## src/rtl/cache_controller.sv

```systemverilog
// Two-way set-associative, write-back, write-allocate cache controller.
// It owns the tag/valid/dirty/LRU state and sequences hit service, victim write-back and line fill.
module cache_controller #(
  parameter int ADDR_W  = 8,
  parameter int DATA_W  = 8,
  parameter int RAM_LAT = 2
) (
  input  logic              clock,
  input  logic              reset,
  input  logic              req,
  input  logic              wren,
  input  logic [ADDR_W-1:0] address,
  input  logic [DATA_W-1:0] data,
  output logic              ready,
  output logic              ack,
  output logic              hit,
  output logic [DATA_W-1:0] cache_out,
  output logic [ADDR_W-1:0] ram_address,
  output logic [DATA_W-1:0] ram_data,
  output logic              ram_wren,
  input  logic [DATA_W-1:0] ram_out,
  output logic [7:0]        hit_count,
  output logic [7:0]        miss_count,
  output logic [2:0]        dbg_state
);

  localparam int TAG_W = ADDR_W - 2;

  // Handshake: a request is accepted on a rising edge where req=1 and ready=1;
  // ack pulses for exactly one cycle per accepted request, req outside IDLE is dropped.
  typedef enum logic [2:0] {
    S_IDLE      = 3'd0,
    S_COMPARE   = 3'd1,
    S_WRITEBACK = 3'd2,
    S_FILL_WAIT = 3'd3,
    S_FILL      = 3'd4,
    S_DONE      = 3'd5
  } state_t;

  state_t r_state;
  state_t w_next;

  logic              r_wren;
  logic [ADDR_W-1:0] r_addr;
  logic [DATA_W-1:0] r_wdata;
  logic [1:0]        r_valid [4];
  logic [1:0]        r_dirty [4];
  logic [3:0]        r_lru;
  logic [TAG_W-1:0]  r_tag  [4][2];
  logic [DATA_W-1:0] r_line [4][2];
  logic              r_victim;
  logic [1:0]        r_cnt;
  logic              r_hit;
  logic [DATA_W-1:0] r_cache_out;
  logic [7:0]        r_hit_count;
  logic [7:0]        r_miss_count;

  logic [1:0]        w_idx;
  logic [TAG_W-1:0]  w_tag;
  logic              w_hit0;
  logic              w_hit1;
  logic              w_is_hit;
  logic              w_hit_way;
  logic              w_miss_victim;
  logic              w_victim_dirty;
  logic              w_fill_last;

  assign w_idx     = r_addr[1:0];
  assign w_tag     = r_addr[ADDR_W-1:2];
  assign w_hit0    = r_valid[w_idx][0] && (r_tag[w_idx][0] == w_tag);
  assign w_hit1    = r_valid[w_idx][1] && (r_tag[w_idx][1] == w_tag);
  assign w_is_hit  = w_hit0 || w_hit1;
  assign w_hit_way = !w_hit0;

  // Victim: first invalid way (way0 first), otherwise the way the LRU bit names.
  assign w_miss_victim  = !r_valid[w_idx][0] ? 1'b0 :
                          !r_valid[w_idx][1] ? 1'b1 : r_lru[w_idx];
  assign w_victim_dirty = r_valid[w_idx][w_miss_victim] && r_dirty[w_idx][w_miss_victim];
  assign w_fill_last    = (r_cnt == 2'(RAM_LAT - 1));

  always_comb begin
    w_next = r_state;
    case (r_state)
      S_IDLE:      if (req) w_next = S_COMPARE;
      S_COMPARE: begin
        if (w_is_hit)            w_next = S_DONE;
        else if (w_victim_dirty) w_next = S_WRITEBACK;
        else                     w_next = S_FILL_WAIT;
      end
      S_WRITEBACK: w_next = S_FILL_WAIT;
      S_FILL_WAIT: if (w_fill_last) w_next = S_FILL;
      S_FILL:      w_next = S_DONE;
      S_DONE:      w_next = S_IDLE;
      default:     w_next = S_IDLE;
    endcase
  end

  always_comb begin
    ram_wren    = 1'b0;
    ram_address = '0;
    ram_data    = '0;
    case (r_state)
      S_WRITEBACK: begin
        ram_wren    = 1'b1;
        ram_address = {r_tag[w_idx][r_victim], w_idx};
        ram_data    = r_line[w_idx][r_victim];
      end
      // Address is held through FILL so the read data is still valid when captured.
      S_FILL_WAIT, S_FILL: ram_address = r_addr;
      default: ;
    endcase
  end

  always_ff @(posedge clock or posedge reset) begin
    if (reset) begin
      r_state      <= S_IDLE;
      r_wren       <= 1'b0;
      r_addr       <= '0;
      r_wdata      <= '0;
      r_lru        <= '0;
      r_victim     <= 1'b0;
      r_cnt        <= '0;
      r_hit        <= 1'b0;
      r_cache_out  <= '0;
      r_hit_count  <= '0;
      r_miss_count <= '0;
      for (int i = 0; i < 4; i++) begin
        r_valid[i] <= '0;
        r_dirty[i] <= '0;
      end
    end else begin
      r_state <= w_next;
      case (r_state)
        S_IDLE: begin
          if (req) begin
            r_wren  <= wren;
            r_addr  <= address;
            r_wdata <= data;
          end
        end
        S_COMPARE: begin
          r_cnt <= '0;
          if (w_is_hit) begin
            r_hit <= 1'b1;
            if (r_wren) r_dirty[w_idx][w_hit_way] <= 1'b1;
            else        r_cache_out <= r_line[w_idx][w_hit_way];
            r_lru[w_idx] <= !w_hit_way;
          end else begin
            r_hit    <= 1'b0;
            r_victim <= w_miss_victim;
          end
        end
        S_WRITEBACK: r_cnt <= '0;
        S_FILL_WAIT: r_cnt <= r_cnt + 2'd1;
        S_FILL: begin
          r_valid[w_idx][r_victim] <= 1'b1;
          r_dirty[w_idx][r_victim] <= r_wren;
          if (!r_wren) r_cache_out <= ram_out;
          r_lru[w_idx] <= !r_victim;
        end
        S_DONE: begin
          if (r_hit) begin
            if (r_hit_count != 8'hFF) r_hit_count <= r_hit_count + 8'd1;
          end else begin
            if (r_miss_count != 8'hFF) r_miss_count <= r_miss_count + 8'd1;
          end
        end
        default: ;
      endcase
    end
  end

  // Tag and data arrays carry no reset; the valid bits qualify them.
  always_ff @(posedge clock) begin
    if (r_state == S_COMPARE && w_is_hit && r_wren)
      r_line[w_idx][w_hit_way] <= r_wdata;
    if (r_state == S_FILL) begin
      r_tag[w_idx][r_victim]  <= w_tag;
      r_line[w_idx][r_victim] <= r_wren ? r_wdata : ram_out;
    end
  end

  assign ready      = (r_state == S_IDLE);
  assign ack        = (r_state == S_DONE);
  assign hit        = r_hit;
  assign cache_out  = r_cache_out;
  assign hit_count  = r_hit_count;
  assign miss_count = r_miss_count;
  assign dbg_state  = r_state;

endmodule

```

## config.mk

```make
export PLATFORM = sky130hd
export DESIGN_NAME = cache_controller
export DESIGN_NICKNAME = d
export VERILOG_FILES = /design/src/rtl/cache_controller.sv
export SDC_FILE = /design/constraint.sdc
export NUM_CORES = 1
export LEC_CHECK = 0
export ABC_AREA = 1
export CORE_MARGIN = 3
export CORE_UTILIZATION = 60
export CTS_CLUSTER_DIAMETER = 40
export DETAILED_ROUTE_END_ITERATION = 16
export DONT_BUFFER_PORTS = 1
export GPL_ROUTABILITY_DRIVEN = 0
export PLACE_DENSITY_LB_ADDON = 0.08
export SETUP_SLACK_MARGIN = 0.5
export SYNTH_ARGS = -nofsm -noshare
export SYNTH_HDL_FRONTEND = slang
export SYNTH_SLANG_ARGS = --single-unit
export TNS_END_PERCENT = 100
```

## constraint.sdc

```tcl
create_clock -name clock -period 7.4 [get_ports clock]
set_input_delay 0.74 -clock clock [delete_from_list [all_inputs] [get_ports clock]]
set_output_delay 0.74 -clock clock [all_outputs]
set_load 0.005 [all_outputs]
```

==> run metrics <==
status=finished clean; Initial Util=62.69%; Iter 0 DRT Violations=687; CTS Hold Bufs=0; Slew @ Worst Pin=1237 ps; Multi-input gate area=2934 µm²; GR Layer Usage met1=36.73%; endpoints failing setup=0; initial antenna violation count=0; pin count of the biggest net entering global routing=69; busiest layer in global routing=met2; Mapped Cells=908; Mean Syn Cell Area=9.325 µm²; commonest cells after routing, fill and taps aside=303 x nand2_1, 112 x edfxtp_1, 68 x dfrtp_1; Total GRT Usage=27.71%; Final period util=63.48%; post-cts resize count=0; R2R depth=12; Synth cell types=32; io pins=75; Final TNS setup=0 ps; Final Hold Vio Count=0; Post-Synth Adder-Cell Area=0.4433%; Ys Warns=0; die area=15,570 µm²; startpoint types=register; grt ovf=0; switching power=1528 µW; Simple-Gate Fraction of Synth Area=22.91%; nets=920; worst skew pair latency=440 ps; syn_nets=939; Final Skew=13.16 ps; CTS sink cnt=180; final worst path period need=4698 ps; CTS tree=yes; Flop pwr share=41.1%; CTS Buffer Depth=2; total of max-cap violations=0; number of cell rows=42; final slew viol count=0; leakage power=0.003842 µW; worst setup margin=2702 ps; Critical Setup Path Class=register to register; wire length per cell=19.69 µm; ratio of cells with drive above 1 in the final layout=6.874%; most common cell after layout, fill and taps aside=nand2_1; die height=124.8 µm; #FFs+latches synth=180; post-detail-place hpwl=14.57 mm; met2 Use GR=44.08%; Internal Pwr Total=2134 µW; RSZ-0062 raised after global routing=false; Finished Core Util=67.23%; Switching Share=41.73%; Post-DP Area=8489 µm²; WP data required=7480 ps; DR DRC count=0; global-route wire length before repair=33.60 mm; Register Area=5065 µm²; post-route ant nets=0; Setup crit end=r_line[3][10]$_DFFE_PP_; CTS Buf Count=17; Vias/cell=6.019; Clock Power Share=24.6%; Crit. End Element=register; Post-Place Worst Slack=2809 ps; Crit path arrival time=4770 ps; multiplexer share of the synthesized area=0%; Setup Buffers After CTS=0; Layout Cell Area excl Fill=9080 µm²; area delta synth->final=7.241%; Mapped Area=8467 µm²; Post-Synth XOR/XNOR Area=1.448%; fmax=212.9 MHz; Worst R2R End=r_line[3][10]$_DFFE_PP_; vias in the first global route=6,327; Worst slew margin=17.12%; Peak VDD IR=0.2380 mV; largest family of logic cells by synthesized area=simple AND/OR/NAND/NOR gates; Fillers=1,046; Hold WS=455.5 ps; Worst Path Max Fanout=29; Comb pwr share=34.3%; worst r2r src=r_addr[0]$_DFFE_PP0P_; H-tree Lvls=4; CP Launch Point=r_addr[0]$_DFFE_PP0P_; Register-to-Register Setup Slack=2700 ps; Seq/Total Area, Yosys=59.82%; DRT Pass-1 Iters=7; Die W=124.8 µm; core area=13,510 µm²; Antenna diodes=0; via count=6,488; Root Driver=clkbuf_16; Compound-Gate Fraction of Synth Area=9.798%; worst hold-check path type=input pin to register; M3 GR Usage=7.762%; clock slew at reported path FFs=80 ps; Port Buffers=0; Total Wirelength=21.23 mm; PwrDens=403.3 nW/µm²
## power groups by stage
stage	Sequential (µW)	Combinational (µW)	Clock [µW]
final	1500	1250	902
after global routing	1530	1400	954
after CTS	1500	1240	904
after detailed placement	1520	1230	0
after global placement	1510	1200	0
after floorplan	1410	988	0
## layout make-up
class / instances / share of cell area (%)
clock buffer: 18 / 4.726
multi-input combinational: 622 / 32.31
tap: 176 / 2.425
inverter: 64 / 2.646
timing repair buffer: 4 / 0.3307
sequential: 180 / 55.78
clock inverter: 14 / 1.778
## registers in the layout (all words and copies together) (netlist names), 2 cells and up
register	flops
r_line	64
r_cnt	2
r_valid	8
hit_count	8
r_lru	4
r_tag	48
r_addr	8
dbg_state	3
r_wdata	8
r_dirty	8
miss_count	8
cache_out	8
## synthesized netlist by cell type
cell type,number,area share [%]
buf_2,9,0.53
a21oi_1,45,2.7
nand4_1,10,0.74
dfrtp_1,68,20
clkbuf_1,22,0.98
nand3_1,64,3.8
a221oi_1,16,1.7
inv_2,4,0.18
buf_4,4,0.35
xor2_1,8,0.83
nor3_1,6,0.35
a22oi_1,8,0.71
nand2_2,5,0.37
nand2_4,5,0.66
nor2_1,63,2.8
buf_6,5,0.66
or2_2,5,0.37
a21o_1,1,0.089
ha_1,3,0.44
clkinv_1,1,0.044
o211ai_1,1,0.089
buf_1,1,0.044
nand2_1,303,13
buf_8,1,0.18
edfxtp_1,112,40
o21ai_0,48,2.8
o31ai_1,1,0.089
nor2_4,3,0.40
a21oi_2,4,0.41
xnor2_1,6,0.62
inv_1,59,2.6
o22ai_1,17,1.3
## routing by layer
| layer | up-vias | share of wire, % |
|---|---|---|
| met5 | - | 0 |
| met2 | 331 | 47 |
| met1 | 3082 | 41 |
| met4 | 0 | 2.3 |
| li1 | 3026 | - |
| met3 | 49 | 9.3 |
## logic make-up (layout without fill, tap and decap cells)
group | count (synthesis) | count (layout)
simple gates | 464 | 464
flops | 180 | 180
compound gates | 141 | 141
buf+inv | 106 | 100
xor+xnor | 14 | 14
fa+ha+maj | 3 | 3
## metrics by stage
stage / power (µW) / instances
2_1_floorplan: 2397 / 908
3_3_place_gp: 2711 / 1046
3_5_place_dp: 2749 / 1046
4_1_cts: 3641 / 1078
5_1_grt: 3878 / 1078
6_report: 3662 / 1078
## worst max-delay path, stage by stage (launching register included)
cell and delay (ps):
dfrtp_1 1050, inv_1 770, nand2_4 430, inv_2 190
a21oi_2 180, nand2_1 90, nand2_1 60, nand2_1 80
nor2_4 210, nand2_4 210, nand2_4 150, nand4_1 210
a21oi_1 680
## how the worst min path moves through the flow
stage                            from                endpoint  slack (ps)  depth (start not counted)
2_1_floorplan  r_valid[1]$_DFFE_PP0P_  r_valid[1]$_DFFE_PP0P_         430                          2
3_3_place_gp   r_valid[3]$_DFFE_PP0P_  r_valid[3]$_DFFE_PP0P_         440                          2
3_5_place_dp   r_valid[7]$_DFFE_PP0P_  r_valid[7]$_DFFE_PP0P_         450                          2
4_1_cts                       data[7]  r_wdata[7]$_DFFE_PP0P_         450                          2
5_1_grt                       data[7]  r_wdata[7]$_DFFE_PP0P_         460                          2
6_report                      data[7]  r_wdata[7]$_DFFE_PP0P_         460                          2
Power figures use the tool's default switching activity.
